`config.mk`:
```
export PLATFORM = sky130hd
export DESIGN_NAME = apb_timeout_guard
export DESIGN_NICKNAME = d
export VERILOG_FILES = /design/src/rtl/apb_timeout_guard.sv
export SDC_FILE = /design/constraint.sdc
export NUM_CORES = 1
export LEC_CHECK = 0
export CAP_MARGIN = 20
export CORE_AREA = 4 4 265 267
export CTS_BUF_LIST = sky130_fd_sc_hd__clkbuf_4 sky130_fd_sc_hd__clkbuf_8
export DETAILED_ROUTE_END_ITERATION = 12
export DIE_AREA = 0 0 269 271
export HOLD_SLACK_MARGIN = 0.08
export RECOVER_POWER = 25
export SLEW_MARGIN = 20
export SYNTH_ARGS = -nofsm -noshare
export SYNTH_HDL_FRONTEND = slang
export SYNTH_SLANG_ARGS = --single-unit
export TNS_END_PERCENT = 50
```
`constraint.sdc`:
```
create_clock -name clk -period 2.06 [get_ports clk]
set_input_delay 0.309 -clock clk [delete_from_list [all_inputs] [get_ports clk]]
set_output_delay 0.309 -clock clk [all_outputs]
set_load 0.01 [all_outputs]
```
`src/rtl/apb_timeout_guard.sv`:
```
// apb_timeout_guard: APB pass-through that aborts transfers whose slave stalls too long.
// Latency: zero added latency on s_*/m_* paths; abort response appears one cycle after the counter reaches TIMEOUT_CYCLES.
// Backpressure: slave pready stalls are passed through until the timeout fires, then the guard completes the transfer itself.
//
// Ports:
//   clk, rst                  clock, asynchronous active-high reset
//   m_psel..m_pwdata          APB request from the bridge (m_psel is one-hot)
//   m_prdata/pready/pslverr   per-slave APB response lanes back to the bridge
//   s_psel..s_pwdata          APB request towards the slaves
//   s_prdata/pready/pslverr   per-slave APB response lanes from the slaves
//   to_count/to_slave/to_addr abort statistics: saturating count, last slave index, last paddr
//
// Optional feature (macro APB_TIMEOUT_IRQ_EN): adds to_irq (sticky, set on each abort)
// and to_irq_clr (single-cycle clear pulse; a simultaneous set wins).
// TIMEOUT_CYCLES == 0 turns the block into a pure pass-through.

module apb_timeout_guard #(
  parameter int          NUM_SLAVES     = 8,
  parameter int          APB_ADDR_WIDTH = 12,
  parameter int          TIMEOUT_CYCLES = 256,
  parameter logic [31:0] TIMEOUT_RDATA  = 32'hDEAD_BEEF
) (
  input  logic                                          clk,
  input  logic                                          rst,
  input  logic [NUM_SLAVES-1:0]                         m_psel,
  input  logic                                          m_penable,
  input  logic                                          m_pwrite,
  input  logic [APB_ADDR_WIDTH-1:0]                     m_paddr,
  input  logic [31:0]                                   m_pwdata,
  output logic [NUM_SLAVES*32-1:0]                      m_prdata,
  output logic [NUM_SLAVES-1:0]                         m_pready,
  output logic [NUM_SLAVES-1:0]                         m_pslverr,
  output logic [NUM_SLAVES-1:0]                         s_psel,
  output logic                                          s_penable,
  output logic                                          s_pwrite,
  output logic [APB_ADDR_WIDTH-1:0]                     s_paddr,
  output logic [31:0]                                   s_pwdata,
  input  logic [NUM_SLAVES*32-1:0]                      s_prdata,
  input  logic [NUM_SLAVES-1:0]                         s_pready,
  input  logic [NUM_SLAVES-1:0]                         s_pslverr,
`ifdef APB_TIMEOUT_IRQ_EN
  output logic                                          to_irq,
  input  logic                                          to_irq_clr,
`endif
  output logic [15:0]                                   to_count,
  output logic [(NUM_SLAVES > 1 ? $clog2(NUM_SLAVES) : 1)-1:0] to_slave,
  output logic [APB_ADDR_WIDTH-1:0]                     to_addr
);

  localparam int IDX_W = (NUM_SLAVES > 1) ? $clog2(NUM_SLAVES) : 1;
  localparam int CNT_W = (TIMEOUT_CYCLES > 0) ? $clog2(TIMEOUT_CYCLES + 1) : 1;

  typedef enum logic [1:0] {IDLE, ACCESS, ABORT} state_t;

  state_t                    state;
  logic [CNT_W-1:0]          cnt;
  logic [IDX_W-1:0]          idx;
  logic [IDX_W-1:0]          idx_q;
  logic [APB_ADDR_WIDTH-1:0] addr_q;
  logic                      in_abort;
  logic                      xfer_active;

  // Encoded position of the (single) set bit of m_psel.
  always_comb begin
    idx = '0;
    for (int i = 0; i < NUM_SLAVES; i++) begin
      if (m_psel[i]) idx = IDX_W'(i);
    end
  end

  assign xfer_active = (|m_psel) && m_penable;

  always_ff @(posedge clk or posedge rst) begin
    if (rst) begin
      state    <= IDLE;
      cnt      <= '0;
      idx_q    <= '0;
      addr_q   <= '0;
      to_count <= '0;
      to_slave <= '0;
      to_addr  <= '0;
`ifdef APB_TIMEOUT_IRQ_EN
      to_irq   <= 1'b0;
`endif
    end else begin
`ifdef APB_TIMEOUT_IRQ_EN
      // Clear is evaluated first so that a set in ABORT below overrides it.
      if (to_irq_clr) to_irq <= 1'b0;
`endif
      case (state)
        IDLE: begin
          if ((TIMEOUT_CYCLES != 0) && xfer_active) begin
            state  <= ACCESS;
            cnt    <= CNT_W'(1);
            idx_q  <= idx;
            addr_q <= m_paddr;
          end
        end
        ACCESS: begin
          // A master that abandons the transfer is treated like a completion: nothing recorded.
          if (!xfer_active || s_pready[idx_q]) begin
            state <= IDLE;
            cnt   <= '0;
          end else if (cnt == CNT_W'(TIMEOUT_CYCLES)) begin
            state <= ABORT;
          end else begin
            cnt <= cnt + CNT_W'(1);
          end
        end
        ABORT: begin
          state    <= IDLE;
          cnt      <= '0;
          to_count <= (to_count == 16'hFFFF) ? to_count : to_count + 16'd1;
          to_slave <= idx_q;
          to_addr  <= addr_q;
`ifdef APB_TIMEOUT_IRQ_EN
          to_irq   <= 1'b1;
`endif
        end
        default: begin
          state <= IDLE;
          cnt   <= '0;
        end
      endcase
    end
  end

  assign in_abort  = (state == ABORT);

  // Request path: withdrawn from the slave only during the abort cycle.
  assign s_psel    = in_abort ? '0 : m_psel;
  assign s_penable = in_abort ? 1'b0 : m_penable;
  assign s_pwrite  = m_pwrite;
  assign s_paddr   = m_paddr;
  assign s_pwdata  = m_pwdata;

  // Response path: only the aborted lane is overridden; the slave's own answer on it is dropped.
  always_comb begin
    m_pready  = s_pready;
    m_pslverr = s_pslverr;
    m_prdata  = s_prdata;
    if (in_abort) begin
      m_pready[idx_q]           = 1'b1;
      m_pslverr[idx_q]          = 1'b1;
      m_prdata[idx_q*32 +: 32]  = TIMEOUT_RDATA;
    end
  end

  a_psel_onehot: assert property (@(posedge clk) disable iff (rst) $onehot0(m_psel))
    else $error("m_psel has more than one bit set");

endmodule

```
==> metrics.txt <==
IO Port Bufs=618; status=finished with violations; core area=about 0.068 sq mm; final hold slack=0.464 ns; Total GRT Usage=between 10% and 20%; Fin Clk Skew=between 0.006 and 0.007 ns; die width=269 um; CP endpoint kind=output pin; Synth cell types=48; total routed wirelength=approximately 60000 um; DR WL/cell=around 27 um; final hold violations=0; Max Transition Viols Final=0; register bit total from synthesis=57; fin worst setup slack=-0.575 ns; post-synthesis sequential area ratio=between 20 and 30%; Most used DFF post-synth=dfrtp_1; worst-margin pin slew=between 0.9 and 1 ns; routed via count=7633; maximum clock insertion buffer count=2; Ys Warns=0; Root Buffer=clkbuf_8; # H-tree levels=3; crit-path max FO=5; clk_lat worst skew=roughly 0.34 ns; Placement Setup Slack=-0.462 ns; Pre-Repair DR Iteration Count=4; post-DP HPWL=around 50000 um; critical path arrival=between 2 and 2.5 ns; pwr dens=between 300 and 400 mW/mm^2; critical path type=reg2out; detailed-route DRC error count=0; vias in the first global route=~8000; fin crit share=128%; TritonCTS sink count=between 50 and 60; most frequent cells in the layout=clkdlybuf4s50_1, buf_6, nand2b_1, nand2b_4, buf_2; most common cell after layout, fill and taps aside=clkdlybuf4s50_1; syn nets=around 970; final net count=roughly 1700; placed cells=between 2000 and 2500; share of layout cells above drive strength 1=roughly half; P&R area growth vs syn=196%; largest net degree at the start of global routing=37; antenna-violating nets left=0; fin cells=~2300; startpoint types=register; GP Congestion=~0.95; unrepaired setup endpoints after global routing=yes; CTS tree=done; Worst EP required=1.75 ns; VDD IR max=around 0.23 mV; die area=around 0.073 sq mm; DP Area=approximately 0.013 sq mm; DR vias/cell=about 3.4; Final Critical Period=2.63 ns; worst rel slew slack=39.9%; TritonCTS buffer count=9; drt initial violations=~440; Syn Area/Cell=roughly 8.0 sq um; Async S/R FF share, synth=100%; Synth Instances=633; GRT Residual Overflow=0; post-layout util=21.9%; worst min path class=reg2reg; Setup violations, final=~280; failing checks=negative setup slack; global-route wire length before repair=74500 um; number of synthesized flops with an enable pin=0; filler instances=7386; max-cap viol count=0; I/O pin total=just under 700; Leakage=just under 7 nW; f_max=between 300 and 400 MHz; die height=approximately 270 um; Final Cell Area=roughly 0.015 sq mm; antenna violations before repair=67; clock-pin slew on the worst setup and hold paths=roughly 0.070 ns; Core Rows=between 90 and 100; Cell Area, Synth=between 0.005 and 0.006 sq mm; Starting Density=7.40%
## area by class of cell
type,count,area [sq um],area share [%]
inverter,13,51.3,0.343
sequential,57,1430,9.55
clock inverter,3,15.0,0.101
tap,882,1100,7.39
clock buffer,13,166,1.11
timing repair buffer,780,8120,54.4
antenna,25,62.6,0.419
multi-input combinational,487,3990,26.7
## synthesized netlist by cell type, types with 3 or more instances
| cell | number | share of area (%) |
|---|---|---|
| nand2b_1 | 178 | 22 |
| nand2_1 | 64 | 4.8 |
| and2_1 | 63 | 7.8 |
| dfrtp_1 | 57 | 28 |
| buf_4 | 47 | 7.0 |
| or2_2 | 30 | 3.7 |
| clkbuf_1 | 26 | 1.9 |
| nor2_1 | 15 | 1.1 |
| inv_1 | 13 | 0.97 |
| mux2_2 | 13 | 2.9 |
| xnor2_1 | 13 | 2.3 |
| nand3_1 | 10 | 0.99 |
| nand4_1 | 10 | 1.2 |
| nor2b_1 | 10 | 1.2 |
| nor3_1 | 10 | 0.99 |
| a21oi_1 | 8 | 0.79 |
| o21ai_0 | 8 | 0.79 |
| ha_1 | 6 | 1.5 |
| xor2_1 | 6 | 1.0 |
| or2b_1 | 4 | 0.60 |
| buf_2 | 3 | 0.30 |
| nor4_2 | 3 | 0.74 |
| o21bai_1 | 3 | 0.45 |
| or3_1 | 3 | 0.37 |
## what timing repair did
action                     in CTS  in global routing
cloned                         13                  3
resized for setup             856                475
setup endpoints to repair     280                284
pin swaps                      32                 22
hold buffers                    0                  0
setup buffers                  49                 44
## registers in the layout, summed over array words and instances, names as in the netlist
| name | flops |
|---|---|
| to_count | 16 |
| addr_q | 12 |
| to_addr | 12 |
| cnt | 9 |
| idx_q | 3 |
| to_slave | 3 |
| state | 2 |
## power by group
group          internal (mW)  switching [mW]  leakage, nW
Combinational           1.70            1.19         6.05
Clock                  0.523           0.436        0.100
Sequential              1.23          0.0713        0.756
## cell families after synthesis
| group | share of synthesized area [%] |
|---|---|
| mux | 3.65 |
| compound gates | 4.12 |
| buf+inv | 10.7 |
| xor+xnor | 3.30 |
| fa+ha+maj | 1.49 |
| flops | 28.3 |
| simple gates | 48.4 |
## layer usage
layer | up-vias | track usage [%] | part of all wire, %
li1 | 3440 | - | -
met1 | 3516 | 16.4 | 37
met2 | 515 | 20.7 | 37
met3 | 98 | 17.1 | 23
met4 | 64 | 3.25 | 2.5
met5 | - | 1.62 | 0.79
## metrics by stage
step	power (mW)	setup TNS, ns
floorplan	2.22	-0.0143
global placement	3.77	-64.41
detailed placement	3.79	-71.88
CTS	4.92	-115.79
global route	5.42	-130.62
finish	5.14	-102.60
## worst paths after layout
check / startpoint / endpoint / slack (ns) / cells after the start
worst max register to register: state[0] / to_count[11] / 0 / 9
worst min-delay path: addr_q[4] / to_addr[4] / 0.46 / 2
worst min register to register: addr_q[4] / to_addr[4] / 0.46 / 2
min in group asynchronous: rst / to_count[12] / 0.61 / 2
max in group asynchronous: rst / to_addr[1] / 0.74 / 3
worst max-delay path: idx_q[0] / m_prdata[161] / -0.57 / 10
## worst max-delay path, stage by stage, from the launching register on
cell	delay, ns
dfrtp_1	0.40
inv_2	0.08
ha_4	0.16
ha_4	0.23
buf_12	0.15
or3_4	0.41
buf_6	0.14
buf_12	0.12
buf_6	0.11
nand2b_1	0.05
buf_2	0.12
(Power assumes the default switching activity.)
